### config.mk
export PLATFORM = sky130hd
export DESIGN_NAME = rv32_timer_flat
export DESIGN_NICKNAME = d
export VERILOG_FILES = /design/src/rtl/rv32_timer_pkg.sv /design/src/rtl/rv32_timer_if.sv /design/src/rtl/rv32_timer_prescaler.sv /design/src/rtl/rv32_timer.sv /design/src/flat_wrapper.sv
export SDC_FILE = /design/constraint.sdc
export NUM_CORES = 1
export LEC_CHECK = 0
export CAP_MARGIN = 40
export CORE_MARGIN = 2
export CORE_UTILIZATION = 58
export DETAILED_ROUTE_END_ITERATION = 12
export PLACE_DENSITY = 0.88
export SYNTH_ARGS = -nofsm -noshare
export SYNTH_HDL_FRONTEND = slang
export SYNTH_HIERARCHICAL = 1
export SYNTH_SLANG_ARGS = --single-unit
### constraint.sdc
create_clock -name clk -period 3.8 [get_ports clk]
set_input_delay 0.76 -clock clk [delete_from_list [all_inputs] [get_ports clk]]
set_output_delay 0.76 -clock clk [all_outputs]
set_load 0.01 [all_outputs]
### src/rtl/rv32_timer_pkg.sv
// Shared constants and helpers for the RV32 machine timer: register offsets,
// CTRL field layout and the byte-enable merge used by every writable register.
package rv32_timer_pkg;

   localparam logic [2:0] RV32_TIMER_MTIME_LO    = 3'd0;
   localparam logic [2:0] RV32_TIMER_MTIME_HI    = 3'd1;
   localparam logic [2:0] RV32_TIMER_MTIMECMP_LO = 3'd2;
   localparam logic [2:0] RV32_TIMER_MTIMECMP_HI = 3'd3;
   localparam logic [2:0] RV32_TIMER_CYCLE_LO    = 3'd4;
   localparam logic [2:0] RV32_TIMER_CYCLE_HI    = 3'd5;
   localparam logic [2:0] RV32_TIMER_CTRL        = 3'd6;
   localparam logic [2:0] RV32_TIMER_RESERVED    = 3'd7;

   localparam int RV32_TIMER_CTRL_ENABLE_BIT = 31;
   localparam int RV32_TIMER_CTRL_DIV_MSB    = 15;
   localparam int RV32_TIMER_CTRL_DIV_LSB    = 0;

   typedef struct packed {
      logic        enable;
      logic [15:0] div;
   } rv32_timer_ctrl_t;

   function automatic logic [31:0] merge_bytes(input logic [31:0] old_value,
                                                input logic [31:0] new_value,
                                                input logic [3:0]  mask);
      logic [31:0] merged;
      merged = old_value;
      for (int i = 0; i < 4; i++) begin
         if (mask[i]) begin
            merged[8*i +: 8] = new_value[8*i +: 8];
         end else begin
            merged[8*i +: 8] = old_value[8*i +: 8];
         end
      end
      return merged;
   endfunction

endpackage

### src/rtl/rv32_timer_if.sv
// Data-memory bus slice seen by the machine timer: one request per cycle,
// single-cycle acknowledge, no back-pressure.
interface rv32_timer_if;
   logic        sel_in;
   logic        read_in;
   logic        write_in;
   logic [2:0]  address_in;
   logic [3:0]  write_mask_in;
   logic [31:0] write_value_in;
   logic [31:0] read_value_out;
   logic        ready_out;

   modport master (
      output sel_in, read_in, write_in, address_in, write_mask_in, write_value_in,
      input  read_value_out, ready_out
   );

   modport slave (
      input  sel_in, read_in, write_in, address_in, write_mask_in, write_value_in,
      output read_value_out, ready_out
   );
endinterface

### src/rtl/rv32_timer_prescaler.sv
// Timer prescaler: holds CTRL (enable, div) and the divide counter; raises
// tick on the cycle mtime should advance.
module rv32_timer_prescaler
   import rv32_timer_pkg::*;
#(
   parameter logic [15:0] PRESCALE_RESET = 16'd0
) (
   input  logic        clk,
   input  logic        reset,
   input  logic        ctrl_write,
   input  logic [31:0] write_value,
   input  logic [3:0]  write_mask,
   output logic [31:0] ctrl_word,
   output logic        tick
);

   rv32_timer_ctrl_t ctrl_r;
   logic [15:0]      count_r;
   logic [31:0]      ctrl_new_s;
   logic             unused_ctrl_bits_s;

   // Assemble the architectural CTRL word and its byte-merged next value.
   always_comb begin
      ctrl_word = 32'd0;
      ctrl_word[RV32_TIMER_CTRL_ENABLE_BIT] = ctrl_r.enable;
      ctrl_word[RV32_TIMER_CTRL_DIV_MSB:RV32_TIMER_CTRL_DIV_LSB] = ctrl_r.div;
      ctrl_new_s = merge_bytes(ctrl_word, write_value, write_mask);
   end

   assign unused_ctrl_bits_s = ^ctrl_new_s[30:16];
   assign tick = ctrl_r.enable && (count_r == ctrl_r.div);

   // CTRL register and divide counter; a CTRL write restarts the count.
   always_ff @(posedge clk) begin
      if (reset) begin
         ctrl_r.enable <= 1'b1;
         ctrl_r.div    <= PRESCALE_RESET;
         count_r       <= 16'd0;
      end else if (ctrl_write) begin
         ctrl_r.enable <= ctrl_new_s[RV32_TIMER_CTRL_ENABLE_BIT];
         ctrl_r.div    <= ctrl_new_s[RV32_TIMER_CTRL_DIV_MSB:RV32_TIMER_CTRL_DIV_LSB];
         count_r       <= 16'd0;
      end else if (ctrl_r.enable) begin
         count_r <= tick ? 16'd0 : count_r + 16'd1;
      end else begin
         count_r <= count_r;
      end
   end

endmodule

### src/rtl/rv32_timer.sv
// RISC-V machine timer on the data-memory bus: prescaled 64-bit mtime,
// mtimecmp, tear-free window onto the core cycle counter, registered MTIP.
module rv32_timer
   import rv32_timer_pkg::*;
#(
   parameter logic [15:0] PRESCALE_RESET = 16'd0,
   parameter logic [63:0] MTIMECMP_RESET = 64'hFFFF_FFFF_FFFF_FFFF
) (
   input  logic         clk,
   input  logic         reset,
   rv32_timer_if.slave  bus,
   input  logic [63:0]  cycle_in,
   output logic         timer_interrupt_out
);

   logic [63:0] mtime_r;
   logic [63:0] mtimecmp_r;
   logic [31:0] mtime_hi_latch_r;
   logic [31:0] cycle_hi_latch_r;
   logic [31:0] read_value_r;
   logic        ready_r;
   logic        irq_r;

   logic        req_s;
   logic        rd_s;
   logic        wr_s;
   logic        tick_s;
   logic [31:0] ctrl_word_s;
   logic [31:0] read_mux_s;
   logic [31:0] wr_merge_s;

   assign req_s = bus.sel_in && (bus.read_in || bus.write_in);
   assign rd_s  = bus.sel_in && bus.read_in;
   assign wr_s  = bus.sel_in && bus.write_in;

   rv32_timer_prescaler #(
      .PRESCALE_RESET (PRESCALE_RESET)
   ) u_prescaler (
      .clk         (clk),
      .reset       (reset),
      .ctrl_write  (wr_s && (bus.address_in == RV32_TIMER_CTRL)),
      .write_value (bus.write_value_in),
      .write_mask  (bus.write_mask_in),
      .ctrl_word   (ctrl_word_s),
      .tick        (tick_s)
   );

   // Read data from pre-write state; HI halves come from the snapshot latches.
   always_comb begin
      read_mux_s = 32'd0;
      wr_merge_s = 32'd0;
      case (bus.address_in)
         RV32_TIMER_MTIME_LO: begin
            read_mux_s = mtime_r[31:0];
            wr_merge_s = merge_bytes(mtime_r[31:0], bus.write_value_in, bus.write_mask_in);
         end
         RV32_TIMER_MTIME_HI: begin
            read_mux_s = mtime_hi_latch_r;
            wr_merge_s = merge_bytes(mtime_r[63:32], bus.write_value_in, bus.write_mask_in);
         end
         RV32_TIMER_MTIMECMP_LO: begin
            read_mux_s = mtimecmp_r[31:0];
            wr_merge_s = merge_bytes(mtimecmp_r[31:0], bus.write_value_in, bus.write_mask_in);
         end
         RV32_TIMER_MTIMECMP_HI: begin
            read_mux_s = mtimecmp_r[63:32];
            wr_merge_s = merge_bytes(mtimecmp_r[63:32], bus.write_value_in, bus.write_mask_in);
         end
         RV32_TIMER_CYCLE_LO:  read_mux_s = cycle_in[31:0];
         RV32_TIMER_CYCLE_HI:  read_mux_s = cycle_hi_latch_r;
         RV32_TIMER_CTRL:      read_mux_s = ctrl_word_s;
         RV32_TIMER_RESERVED:  read_mux_s = 32'd0;
         default:              read_mux_s = 32'd0;
      endcase
   end

   // Bus response, snapshot latches, counter/compare state and MTIP.
   always_ff @(posedge clk) begin
      if (reset) begin
         mtime_r          <= 64'd0;
         mtimecmp_r       <= MTIMECMP_RESET;
         mtime_hi_latch_r <= 32'd0;
         cycle_hi_latch_r <= 32'd0;
         read_value_r     <= 32'd0;
         ready_r          <= 1'b0;
         irq_r            <= 1'b0;
      end else begin
         ready_r <= req_s;
         irq_r   <= (mtime_r >= mtimecmp_r);

         if (rd_s) begin
            read_value_r <= read_mux_s;
         end else begin
            read_value_r <= read_value_r;
         end

         if (rd_s && (bus.address_in == RV32_TIMER_MTIME_LO)) begin
            mtime_hi_latch_r <= mtime_r[63:32];
         end else begin
            mtime_hi_latch_r <= mtime_hi_latch_r;
         end

         if (rd_s && (bus.address_in == RV32_TIMER_CYCLE_LO)) begin
            cycle_hi_latch_r <= cycle_in[63:32];
         end else begin
            cycle_hi_latch_r <= cycle_hi_latch_r;
         end

         // A bus write to either mtime half wins over the tick for the whole word.
         if (wr_s && (bus.address_in == RV32_TIMER_MTIME_LO)) begin
            mtime_r[31:0] <= wr_merge_s;
         end else if (wr_s && (bus.address_in == RV32_TIMER_MTIME_HI)) begin
            mtime_r[63:32] <= wr_merge_s;
         end else if (tick_s) begin
            mtime_r <= mtime_r + 64'd1;
         end else begin
            mtime_r <= mtime_r;
         end

         if (wr_s && (bus.address_in == RV32_TIMER_MTIMECMP_LO)) begin
            mtimecmp_r[31:0] <= wr_merge_s;
         end else if (wr_s && (bus.address_in == RV32_TIMER_MTIMECMP_HI)) begin
            mtimecmp_r[63:32] <= wr_merge_s;
         end else begin
            mtimecmp_r <= mtimecmp_r;
         end
      end
   end

   assign bus.read_value_out  = read_value_r;
   assign bus.ready_out       = ready_r;
   assign timer_interrupt_out = irq_r;

endmodule

### src/flat_wrapper.sv
// flat-port wrapper written by rule: the top's interface ports become plain ports
module rv32_timer_flat import rv32_timer_pkg::*;
#(
   parameter logic [15:0] PRESCALE_RESET = 16'd0,
   parameter logic [63:0] MTIMECMP_RESET = 64'hFFFF_FFFF_FFFF_FFFF
)
  (clk, reset, cycle_in, timer_interrupt_out, bus_sel_in, bus_read_in, bus_write_in, bus_address_in, bus_write_mask_in, bus_write_value_in, bus_read_value_out, bus_ready_out);
  rv32_timer_if bus_i ();
  input  logic clk;
  input  logic reset;
  input  logic [63:0] cycle_in;
  output logic timer_interrupt_out;
  input wire logic [$bits(bus_i.sel_in)-1:0] bus_sel_in;
  input wire logic [$bits(bus_i.read_in)-1:0] bus_read_in;
  input wire logic [$bits(bus_i.write_in)-1:0] bus_write_in;
  input wire logic [$bits(bus_i.address_in)-1:0] bus_address_in;
  input wire logic [$bits(bus_i.write_mask_in)-1:0] bus_write_mask_in;
  input wire logic [$bits(bus_i.write_value_in)-1:0] bus_write_value_in;
  output wire logic [$bits(bus_i.read_value_out)-1:0] bus_read_value_out;
  output wire logic [$bits(bus_i.ready_out)-1:0] bus_ready_out;
  assign bus_i.sel_in = bus_sel_in;
  assign bus_i.read_in = bus_read_in;
  assign bus_i.write_in = bus_write_in;
  assign bus_i.address_in = bus_address_in;
  assign bus_i.write_mask_in = bus_write_mask_in;
  assign bus_i.write_value_in = bus_write_value_in;
  assign bus_read_value_out = bus_i.read_value_out;
  assign bus_ready_out = bus_i.ready_out;
  rv32_timer #(.PRESCALE_RESET(PRESCALE_RESET), .MTIMECMP_RESET(MTIMECMP_RESET)) u_core (.clk(clk), .reset(reset), .bus(bus_i), .cycle_in(cycle_in), .timer_interrupt_out(timer_interrupt_out));
endmodule
======== Word-level counts from Yosys, hierarchy flattened ========
Cells that the tools add are included.
cells by class
  muxes and demuxes ....................... 23
  $lt $le $gt $ge ......................... 1
  bitwise logic cells ..................... 2
  add/subtract/negate cells ............... 2
  reductions and logical operators ........ 22
  eq/ne operators ......................... 9
operators by type and width
  kind                     count
  $pmux W32 S8             1
  $mux W8                  16
  $pmux W32 S4             1
  $mux W32                 3
  $add A64 B1 Y64 const B  1
  $ge A64 B64 Y1           1
  $mux W64                 1
  $add A16 B1 Y16 const B  1
  $eq A16 B16 Y1           1
  $mux W16                 1
  $eq A3 B3 Y1 const B     4
  $reduce_and A2 Y1        6
  $logic_and A1 B1 Y1      11
  $eq A3 B2 Y1 const B     2
  $reduce_bool A2 Y1       2
  $eq A3 B1 Y1 const B     1
  $logic_not A3 Y1         1
  $ne A2 B1 Y1 const B     1
  $not A1 Y1               2
  $reduce_or A2 Y1         1
  $logic_or A1 B1 Y1       1
word-level totals
  bits in registers ....................... 259

======== Longest topological paths before layout ========
  depth in word-level cells ............... 5
  gate-level depth with buffers ........... 11
  gate-level depth less buffers ........... 10

======== Cells and area by module ========
The synthesis kept the hierarchy.
by module, submodules not included
  module                instances  seq. area each (um^2)  cells each  area each (um^2)
  rv32_timer            1          4,524.3                1,681       13,201.4
  rv32_timer_prescaler  1          660.6                  199         1,680.4

======== Least setup slack after synthesis ========
OpenSTA, ideal clock, no wires.
  kind .................................... reg-to-reg
  start point ............................. reg u_core.u_prescaler.count_r[7]
  end point ............................... reg u_core.mtime_r[59]
  path slack .............................. 0.561 ns
  buffers on the path ..................... 2
  arrival ................................. 3.165 ns
  cell stages (with the launch flop) ...... 12
  data required time ...................... 3.726 ns
  clock period less this slack ............ 3.239 ns
  library setup time ...................... 0.074 ns
  cells stage by stage .................... dfxtp_1 xor2_1 nor4_1 nand4_1 nor3_1 o2111ai_1 or2_2 clkbuf_1 or4_1 clkbuf_1 or3_1 a31oi_1
between the ends
  longest elaborated chain between the ends .. 4
RTL lines
  what                                 line                        text
  from (decl)                          rv32_timer_prescaler.sv:18  logic [15:0] count_r;
  from (signal assigned)               rv32_timer_prescaler.sv:44  count_r <= tick ? 16'd0 : count_r + 16'd1;
  from (signal assigned)               rv32_timer_prescaler.sv:46  count_r <= count_r;
  $eq A16 B16 Y1                       rv32_timer_prescaler.sv:31  assign tick = ctrl_r.enable && (count_r == ctrl_r.div);
  $logic_and A1 B1 Y1                  rv32_timer_prescaler.sv:31
  net u_core.tick_s                    rv32_timer.sv:27            logic tick_s;
  $reduce_bool A2 Y1 (no source line)  --
  $reduce_and A2 Y1 (no source line)   --
  to (signal assigned)                 rv32_timer.sv:113           mtime_r[63:32] <= wr_merge_s;
  to (signal assigned)                 rv32_timer.sv:115           mtime_r <= mtime_r + 64'd1;
  to (signal assigned)                 rv32_timer.sv:117           mtime_r <= mtime_r;
  to (decl)                            rv32_timer.sv:16            logic [63:0] mtime_r;
The timed path passes the listed nets, and every way through them passes these cells.
A chain may end at the register's enable or synchronous reset.

======== Worst setup path after layout ========
  start point ............................. reg u_core.u_prescaler.count_r[7]
  end point ............................... reg u_core.mtime_r[37]
Same word-level chain as after synthesis.

==> impl_metrics.ini <==
[power_and_ir_drop]
total_power_mw = 6.41
vdd_drop_max_v = 0.000413
power_density_nw_per_um2 = 369
p_leak_nw = 7.08

[floorplan]
dieArea_sq_um = 27000
initial_utilization_pct = 59.1
rows = 58
io-pin-count = 142
die_h_um = 164
core_area_sq_um = 25200
die_x_um = 164

[synthesis]
yosysMostFrequentCell = dfxtp_1
seq_area_frac_synth_pct = 34.8
ys_top_cells_by_count = dfxtp_1, nand2_1, nor2_1
yosysTopAreaCell = dfxtp_1
yosysWarnings = 6
ys_types = 60
syn_area_per_cell_sq_um = 7.92
synth_edf_count = 0
synth_area_sq_um = 14900
synthTopCellsByArea = dfxtp_1, ha_1, nand2_1
synth-main-ff-cell = dfxtp_1
synth_seq_cells = 259
postSynthCellCount = 1880
synth_top_cell_area_share_pct = 34.8
synth_async_sr_flop_share_pct = 0

[setup_path]
crit_chain = xor2_1 -> nor4_1 -> nand4_1 -> nor3_1 -> buf_4 -> o2111ai_1 -> or2_2 -> or4_1 -> or3_1 -> a311oi_1
crit_type = register to register
required_ns = 4.28
cp_slowest_cell = or4_1
r2r-start = u_core/u_prescaler/count_r[7]
critPathLaunchType = register
setup.worst_path.start = u_core/u_prescaler/count_r[7]
critPathCaptureType = register
slowest_delay_ns = 0.66
worstPathMaxFanout = 14
critPathArrivalTime_ns = 4.01

[clocking]
cts_hold_buf = 0
clkTransAtPathRegs_ns = 0.07
cts_setup_buffers = 0
cts_made_buffers = 28
clockBufferDepth = 3
cts_resized = 0
clockRootBuffer = clkbuf_16
clk-insertion-delay-late_ns = 0.57
htree_num_levels = 1
clkSinkCount = 259
cts_tree = built

[sta]
rsz0062_at_grt = false
hold_slack_ns = 0.458
fin_crit_ns = 3.53
worstMarginPinSlew_ns = 0.912
layout_worst_path_cycle_share_pct = 92.8
fin_skew_ns = 0.0217
hold_viol = 0
clock.fmax_mhz = 284
slew_violations = 0
setup-tns-final_ns = 0
finalSetupViolCount = 0
timing.slew.headroom_pct = 39.0

[placement]
routabilityCongestion = 0.976
port_buffers = 141
post_dp_cell_area_sq_um = 16500
place_hpwl_um = 35900

[drt]
routed-via-count = 15000
drtIter0Drc = 2315
firstDrtPassIters = 7
viasPerCell = 6.50
drc = 0
wl_per_cell_um = 21.4
wl_um = 49500
drtAntennaViolNets = 0

[grt]
grt_overflow = 0
grt_start_max_net_pins = 101
grt_pass1_vias = 13600
track_usage_pct = 35.4
antenna_found_initial = 2
grt_pass1_wl_um = 75300

[status]
status = completed

[final_layout]
fin_area_sq_um = 17400
diodes = 0
fin_nets = 2128
layout-drive-gt1-share_pct = 8.05
synthToLayoutAreaGrowth_pct = 16.9

[worst_hold_path]
min_from = u_core/mtime_hi_latch_r[22]
hp-class = register to register

[job]
max_cap_violations = 0
## cell usage in the layout (no fill, tap or decap), types with 10 or more instances in the layout
master	netlist	layout
nor4_1	23	22
a2111oi_0	13	13
buf_4	15	41
a21oi_1	144	144
a22oi_1	64	64
ha_1	66	66
clkdlybuf4s50_1	0	137
inv_1	106	106
nor2_1	183	182
nor3_1	59	58
o31ai_1	10	10
a211o_1	69	69
xor2_1	32	32
dfxtp_1	259	259
and2_1	14	14
nand4_1	25	25
o21a_1	14	14
a211oi_1	55	55
clkbuf_16	0	28
o21ai_0	47	47
or3_1	10	10
mux2_2	38	38
and3_1	16	16
a21o_1	18	18
nand3_1	57	56
xnor2_1	47	47
nand2_1	219	219
a221o_1	10	10
o221a_2	12	12
o31a_1	13	13
a221oi_1	19	19
conb_1	1	15
## power by group
part | internal [mW] | switching (mW) | total [mW] | leakage (nW)
sequential | 2.78 | 0.0776 | 2.86 | 2.10
combinational | 0.348 | 0.488 | 0.836 | 4.53
clock | 1.56 | 1.16 | 2.71 | 0.453
## path summary, 6_finish.rpt
path | endpoint | slack (ns) | cells past startpoint
max | u_core/mtime_r[37] | 0.27 | 10
min | u_core/mtime_hi_latch_r[22] | 0.46 | 2
min reg2reg | u_core/mtime_hi_latch_r[22] | 0.46 | 2
max reg2reg | u_core/mtime_r[37] | 0.27 | 10
## registers in the layout (all words and copies together), names as in the netlist
signal and flops:
u_core/mtime_r 64, u_core/mtimecmp_r 64, u_core/bus.read_value_out 32, u_core/cycle_hi_latch_r 32
u_core/mtime_hi_latch_r 32, u_core/u_prescaler/ctrl_word 17, u_core/u_prescaler/count_r 16, u_core/bus.ready_out 1
u_core/timer_interrupt_out 1
## metrics by stage
step / utilization (%) / std cells / setup WS (ns)
global placement: 65.4 / 2254 / 0.437
floorplan: - / 1894 / 0.561
detailed placement: 65.4 / 2254 / 0.347
CTS: 69.1 / 2306 / 0.333
finish: 69.1 / 2306 / 0.273
global route: 69.1 / 2306 / 0.127
## per-layer routing
layer	GRT usage, %	part of all wire (%)	vias to the layer above
li1	-	-	6875
met1	49.6	42	7018
met2	54.4	43	965
met3	7.35	12	123
met4	11.3	3.1	2
met5	0	0.026	-
## cell type report
cell class                      count  area [sq um]
Fill cell                        1961          7790
Tap cell                          330           413
Multi-Input combinational cell   1374          8710
Inverter                          107           402
Timing Repair Buffer              184          1760
Clock inverter                     10           109
Clock buffer                       42           813
Sequential cell                   259          5180
## worst max-delay path, delay by kind of cell (launching register included)
kind                      cells  cell delay [ns]
DFF                           1             0.43
xor gates and xnor gates      1             0.16
AOI/OAI and AO/OA             2             0.39
buffers and inverters         1             0.24
and+or+nand+nor               6             2.23
## cells by family after synthesis
kind of cell | share of synthesized area (%)
other | 0.0252
buffers and inverters | 7.14
and+or+nand+nor | 19.9
AOI/OAI and AO/OA | 24.9
adders and majority gates | 5.55
muxes | 2.94
DFF | 34.8
xor gates and xnor gates | 4.65
(Power assumes the default switching activity.)
